**src/rtl/rtc_bus_arbiter.sv**
```systemverilog
// rtc_bus_arbiter: fixed-priority owner of the RTC parallel bus for the init/write/read sequencers.
// Define RTC_AUTO_REFRESH_EN to compile in the periodic read-refresh request generator.
module rtc_bus_arbiter #(
    parameter int INIT_CYCLES    = 250,
    parameter int ESC_CYCLES     = 248,
    parameter int LEER_CYCLES    = 248,
    parameter int GUARD_CYCLES   = 4,
    parameter int REFRESH_PERIOD = 1000000
) (
    input  logic       clk,
    input  logic       reset,
    input  logic       init_req,
    input  logic       esc_req,
    input  logic       leer_req,
    input  logic       init_a_d,
    input  logic       init_cs,
    input  logic       init_rd,
    input  logic       init_wr,
    input  logic       esc_a_d,
    input  logic       esc_cs,
    input  logic       esc_rd,
    input  logic       esc_wr,
    input  logic       leer_a_d,
    input  logic       leer_cs,
    input  logic       leer_rd,
    input  logic       leer_wr,
    output logic       do_it_init,
    output logic       do_it_escribir,
    output logic       do_it_leer,
    output logic       a_d,
    output logic       cs,
    output logic       rd,
    output logic       wr,
    output logic [1:0] grant,
    output logic       busy,
    output logic [2:0] pending
);
    typedef enum logic [1:0] {IDLE, RUN, GUARD} state_t;

    state_t      state_q, state_d;
    logic [15:0] cnt_q, cnt_d;
    logic [1:0]  grant_q, grant_d;
    logic [2:0]  pending_q, pending_d;
    logic [2:0]  clr_req, win_oh;
    logic [1:0]  winner;
    logic [15:0] run_last;
    logic        refresh_wrap;
    logic        run;

    if (GUARD_CYCLES < 1 || REFRESH_PERIOD < 2) begin : g_bad_params
        $error("rtc_bus_arbiter: GUARD_CYCLES must be >=1 and REFRESH_PERIOD >=2");
    end

`ifdef RTC_AUTO_REFRESH_EN
    localparam int RW = $clog2(REFRESH_PERIOD);
    logic [RW-1:0] refresh_q, refresh_d;
    assign refresh_wrap = refresh_q == RW'(REFRESH_PERIOD - 1);
    assign refresh_d    = refresh_wrap ? '0 : refresh_q + 1'b1;
    always_ff @(posedge clk or posedge reset)
        if (reset) refresh_q <= '0;
        else       refresh_q <= refresh_d;
`else
    assign refresh_wrap = 1'b0;
`endif

    always_comb begin
        winner   = pending_q[0] ? 2'b01 : pending_q[1] ? 2'b10 : 2'b11;
        win_oh   = pending_q[0] ? 3'b001 : pending_q[1] ? 3'b010 : pending_q[2] ? 3'b100 : 3'b000;
        run_last = grant_q == 2'b01 ? 16'(INIT_CYCLES - 1) :
                   grant_q == 2'b10 ? 16'(ESC_CYCLES - 1) : 16'(LEER_CYCLES - 1);
        state_d  = state_q;
        cnt_d    = state_q == IDLE ? 16'd0 : cnt_q + 16'd1;
        grant_d  = grant_q;
        clr_req  = 3'b000;
        case (state_q)
            IDLE:  if (pending_q != 3'b000) begin
                       state_d = RUN;
                       grant_d = winner;
                       clr_req = win_oh;
                   end
            RUN:   if (cnt_q == run_last) begin
                       state_d = GUARD;
                       cnt_d   = 16'd0;
                   end
            GUARD: if (cnt_q == 16'(GUARD_CYCLES - 1)) begin
                       state_d = IDLE;
                       cnt_d   = 16'd0;
                       grant_d = 2'b00;
                   end
            default: state_d = IDLE;
        endcase
        // A request arriving on its own grant edge survives the clear and is served again
        pending_d = (pending_q & ~clr_req) | {leer_req | refresh_wrap, esc_req, init_req};
    end

    always_ff @(posedge clk or posedge reset)
        if (reset) begin
            state_q   <= IDLE;
            cnt_q     <= 16'd0;
            grant_q   <= 2'b00;
            pending_q <= 3'b000;
        end else begin
            state_q   <= state_d;
            cnt_q     <= cnt_d;
            grant_q   <= grant_d;
            pending_q <= pending_d;
        end

    assign run            = state_q == RUN;
    assign do_it_init     = run && cnt_q == 16'd0 && grant_q == 2'b01;
    assign do_it_escribir = run && cnt_q == 16'd0 && grant_q == 2'b10;
    assign do_it_leer     = run && cnt_q == 16'd0 && grant_q == 2'b11;
    assign {a_d, cs, rd, wr} = !run              ? 4'b1111 :
                               grant_q == 2'b01 ? {init_a_d, init_cs, init_rd, init_wr} :
                               grant_q == 2'b10 ? {esc_a_d, esc_cs, esc_rd, esc_wr} :
                                                  {leer_a_d, leer_cs, leer_rd, leer_wr};
    assign grant   = grant_q;
    assign busy    = state_q != IDLE;
    assign pending = pending_q;
endmodule

```
**config.mk**
```make
export PLATFORM = sky130hd
export DESIGN_NAME = rtc_bus_arbiter
export DESIGN_NICKNAME = d
export VERILOG_FILES = /design/src/rtl/rtc_bus_arbiter.sv
export SDC_FILE = /design/constraint.sdc
export NUM_CORES = 1
export LEC_CHECK = 0
export CAP_MARGIN = 10
export CORE_UTILIZATION = 40
export DETAILED_ROUTE_END_ITERATION = 10
export HOLD_SLACK_MARGIN = 0.08
export PLACE_DENSITY = 0.65
export SLEW_MARGIN = 20
export SYNTH_ARGS = -nofsm -noshare
export SYNTH_HDL_FRONTEND = slang
export SYNTH_SLANG_ARGS = --single-unit
```
**constraint.sdc**
```tcl
create_clock -name clk -period 5.6 [get_ports clk]
set_input_delay 1.4 -clock clk [delete_from_list [all_inputs] [get_ports clk]]
set_output_delay 1.4 -clock clk [all_outputs]
set_load 0.01 [all_outputs]
```
# Yosys cells after proc, flatten, opt, wreduce, memory -nomap -nowiden
# Cells that the tools add are included.
# op_classes
n_addsub	1
eq_ne	10
muxes	21
bitwise_logic	3
n_reduce_logical	11
# op_table
operator	count
$mux 16	3
$pmux 16 s2	1
$add 16x1->16 const B	1
$eq 16x2->1 const B	1
$eq 16x8->1	1
$logic_not 16->1	1
$mux 4	4
$mux 3	5
$mux 2	5
$eq 2x2->1 const B	3
$pmux 2 s3	1
$reduce_and 3->1	2
$eq 2x1->1 const B	2
$logic_and 1x1->1	4
$ne 2x1->1 const B	2
$pmux 2 s2	1
$reduce_bool 2->1	2
$and 3x3->3	1
$not 3->3	1
$or 3x3->3	1
$reduce_bool 3->1	1
$logic_not 2->1	1
$ne 2x2->1 const B	1
$mux 1	1
# totals
reg_bits	23
elab_cells	50

# Longest topological paths before layout
# depth
depth_word	8
depth_mapped	7
mapped_depth_nobuf	7

# Worst setup path before layout
# Ideal clock, no wire load.
# synth_timing
path_type	in2out
startpoint	input init_a_d
endpoint	output a_d
t_arrival_ns	1.875
required_time_ns	4.200
setup_slack_ns	2.325
path_stages	3
path_buffers	0
path_cell_list	mux2_2 > o21ai_0 > nand2_1
# synth_via
elab_chain_len	2
# synth_lines
element	line	text
start, declared	15	input logic init_a_d,
$mux 4	114	grant_q == 2'b01 ? {init_a_d, init_cs, init_rd, init_wr} :
$mux 4	113	assign {a_d, cs, rd, wr} = !run ? 4'b1111 :
end, declared	30	output logic a_d,
# No other way between the ends.

# Worst setup path in the final report
# layout_timing
startpoint	input leer_rd
endpoint	output rd
# layout_via
elab_chain_len	3
# layout_lines
element	line	text
start, declared	25	input logic leer_rd,
$mux 4	115	grant_q == 2'b10 ? {esc_a_d, esc_cs, esc_rd, esc_wr} :
$mux 4	114	
$mux 4	113	
end, declared	32	output logic rd,
# No other way between the ends.

==> impl_results.md <==
- Outcome: completed
- Die width: 61.64 um
- Pre-CTS setup slack: 1.404 ns
- CP required: 4.20 ns
- Post-CTS setup repair buffer count: 0
- Pint: 216.3 uW
- Met3 Resource Use GR: 0.03992
- Crit start category: primary input
- DR vias/cell: 5.167
- Period Utilization, post-route: 0.7473
- Pleak: 0.0007352 uW
- Detailed-route DRC error count: 0
- Synth Area in Adders: 0.04398
- Max incr delay on CP: 0.49 ns
- HP Class: flip-flop to flip-flop
- Die height: 61.64 um
- Number of enable flip-flop cells after synthesis: 0
- I/O pin count: 30
- Crit. End Element: primary output
- Avg WL per Cell: 12.68 um
- Relative slew slack: 0.4239
- Busiest layer in global routing: met2
- CP most frequent cell: clkdlybuf4s50_1
- Clock share of power: 0.279
- Mux cell area share after synthesis: 0.07388
- Max Buffers Root-to-Sink: 2
- Synth warn: 0
- Setup TNS: 0 ns
- Slew Limit Fails: 0
- H-Tree Depth: 1
- 1st-iter DRT viols: 37
- Net Sw Frac: 0.2330
- Flop pwr share: 0.603
- First-pass GRT wire length: 4.823 mm
- # Max-Cap Violations: 0
- Crit Path Max Fanout: 2
- Post-Route WL: 2.879 mm
- Via count: 1173
- Core area: 3363 sq um
- Sinks on Clock Net: 23
- Initial antenna violation count: 0
- Root Driver: clkbuf_4
- Final min period: 4.185 ns
- Fraction of layout cells with a size suffix above 1: 0.07735
- Detailed Place HPWL: 2.158 mm
- Fin worst setup slack: 1.415 ns
- Port-buffer cells: 29
- Post-synth net total: 176
- Router iterations before antenna repair: 4
- CP Data Arrival Time: 2.79 ns
- Pin count of the biggest net entering global routing: 24
- #FFs+latches synth: 23
- Largest cells by area after synthesis: dfrtp_1 (40%), xnor2_1 (6.8%), nor2_1 (6.6%)
- Gate Count Post-Synth: 154
- Final setup skew: 0.003902 ns
- Worst slew pin tran: 0.8632 ns
- Reg clk slew, reported paths: 0.13 ns
- Area grow syn2layout: 23.48%
- CP Cell Sequence: clkdlybuf4s50_1 > mux2_2 > o21ai_0 > nand2_1 > clkdlybuf4s50_1
- Sequential share of the synthesized area: 0.4046
- Global routing usage on met2: 0.2903
- Final ANT Viol Nets: 0
- Crit path buf inv count: 2
- Post-synthesis async set-or-reset flop share: 1.000
- Post-Syn Area: 1423 sq um
- Number of global-route vias before repair: 1104
- Hold Fails Final Rpt: 0
- Nets: 204
- Critical path class: primary input to primary output
- Endpoints failing setup: 0
- GPL Wtd Cong: 0.8553
- Area leader, netlist: dfrtp_1
- Top-area cell type share of the netlist area: 0.4046
- Largest delay share family, worst path: buffers and inverters
- Total GRT Usage: 0.1704
- Highest clock rate: 238.9 MHz
- Hold buffer count at cts: 0
- Initial core utilization: 0.4230
- Count of cell types in the netlist: 38
- Xor/xnor share of the synthesized area: 0.08619
- CTS tree: built
- Largest family of logic cells by synthesized area: simple AND/OR/NAND/NOR gates
- Die Area: 3799 sq um
- Sw Pwr: 65.70 uW
- Number of CTS-inserted buffers: 3
- Combinational share of power: 0.118
- Met1 Resource Use GR: 0.2248
- ANT cells: 0
- CP max-delay cell: clkdlybuf4s50_1
- Cts repair resizes: 0
- Simple-gate share of the synthesized area: 0.2392
- Clk_lat worst skew: 0.31 ns
- Synth Area per Inst: 9.238 sq um
- Post-synthesis compound-gate area fraction: 0.09499
- Maximum vdd drop: 0.1248 mV
- Grt ovf: 0
- RSZ-0062 raised after global routing: false
- Ys flop type: dfrtp_1
- Row count: 21
- Pwr Density: 160.5 nW/um^2
-- stage by stage --
step	area, sq um	hold WS (ns)	std cells	util	power, uW
after floorplan	1423	0.4748	154	-	186.2
after global placement	1730	0.4972	223	0.5145	205.6
after detailed placement	1730	0.5206	223	0.5145	206.9
after CTS	1757	0.5485	227	0.5223	284.0
after global routing	1757	0.5739	227	0.5223	295.7
final	1757	0.5415	227	0.5223	282.0
-- power by group through the flow --
stage	Clock [uW]	Sequential (uW)	Combinational, uW
after floorplan	0	171	15.0
after global placement	0	173	32.5
after CTS	80.1	170	33.9
after detailed placement	0	173	33.7
after global routing	88.1	170	37.2
final	78.8	170	33.2
-- layer usage --
metal / share of wire / routed length (um)
met1: 0.46 / 1332
met2: 0.51 / 1463
met3: 0.025 / 71
met4: 0.0042 / 12
met5: 0 / 0
-- cell families (layout without fill, tap and decap cells) --
logic type                 Yosys count  in the layout
and+or+nand+nor                     68             68
muxes                               10             10
AOI/OAI and AO/OA                   17             17
adders and majority gates            5              5
xor gates and xnor gates            14             14
buffers and inverters               17             44
DFF                                 23             23
-- synth_stat cells, drive strengths merged, types with 2 or more instances --
cell type / count
a21o: 2
and3: 3
and4: 2
buf: 5
dfrtp: 23
ha: 5
inv: 11
mux2: 4
mux2i: 6
nand2: 13
nand2b: 3
nand3: 7
nand4: 2
nor2: 25
nor3: 3
nor4: 4
o21ai: 7
o31ai: 2
xnor2: 11
xor2: 3
-- cell type report --
type	count	area, sq um
clock buffer	4	26.28
fill	355	1607
inverter	11	41.29
multi-input combinational	114	765.7
sequential	23	575.6
tap	46	57.56
timing repair buffer	29	290.3
-- worst reg2reg max path, cell delays in order (launching register included) --
cell and delay, ns:
dfrtp_1 0.72, nor4b_2 0.29, a31oi_1 0.08, o41ai_2 0.46, a31o_4 0.33, nor2_1 0.08
-- worst paths after layout --
| path | cells after the start | to | startpoint | slack, ns |
|---|---|---|---|---|
| max | 5 | rd | leer_rd | 1.41 |
| min | 1 | cnt_q[0] | cnt_q[0] | 0.54 |
| max reg2reg | 5 | cnt_q[15] | grant[0] | 3.54 |
| min reg2reg | 1 | cnt_q[0] | cnt_q[0] | 0.54 |
| max in group asynchronous | 2 | cnt_q[14] | reset | 3.53 |
| min in group asynchronous | 2 | cnt_q[13] | reset | 1.55 |
-- layout by cell type (no fill, tap or decap), drive strengths merged, types with 4 or more instances in the layout --
| cell | instances |
|---|---|
| nor4 | 4 |
| o21ai | 7 |
| dfrtp | 23 |
| clkbuf | 4 |
| inv | 11 |
| mux2 | 4 |
| clkdlybuf4s50 | 29 |
| nand2 | 13 |
| xnor2 | 11 |
| mux2i | 6 |
| ha | 5 |
| nand3 | 7 |
| nor2 | 25 |
-- registers in the layout, indices dropped and copies added, names as in the netlist --
name and cells:
cnt_q 16, grant 2, state_q 2, pending 3
(Power assumes the default switching activity.)
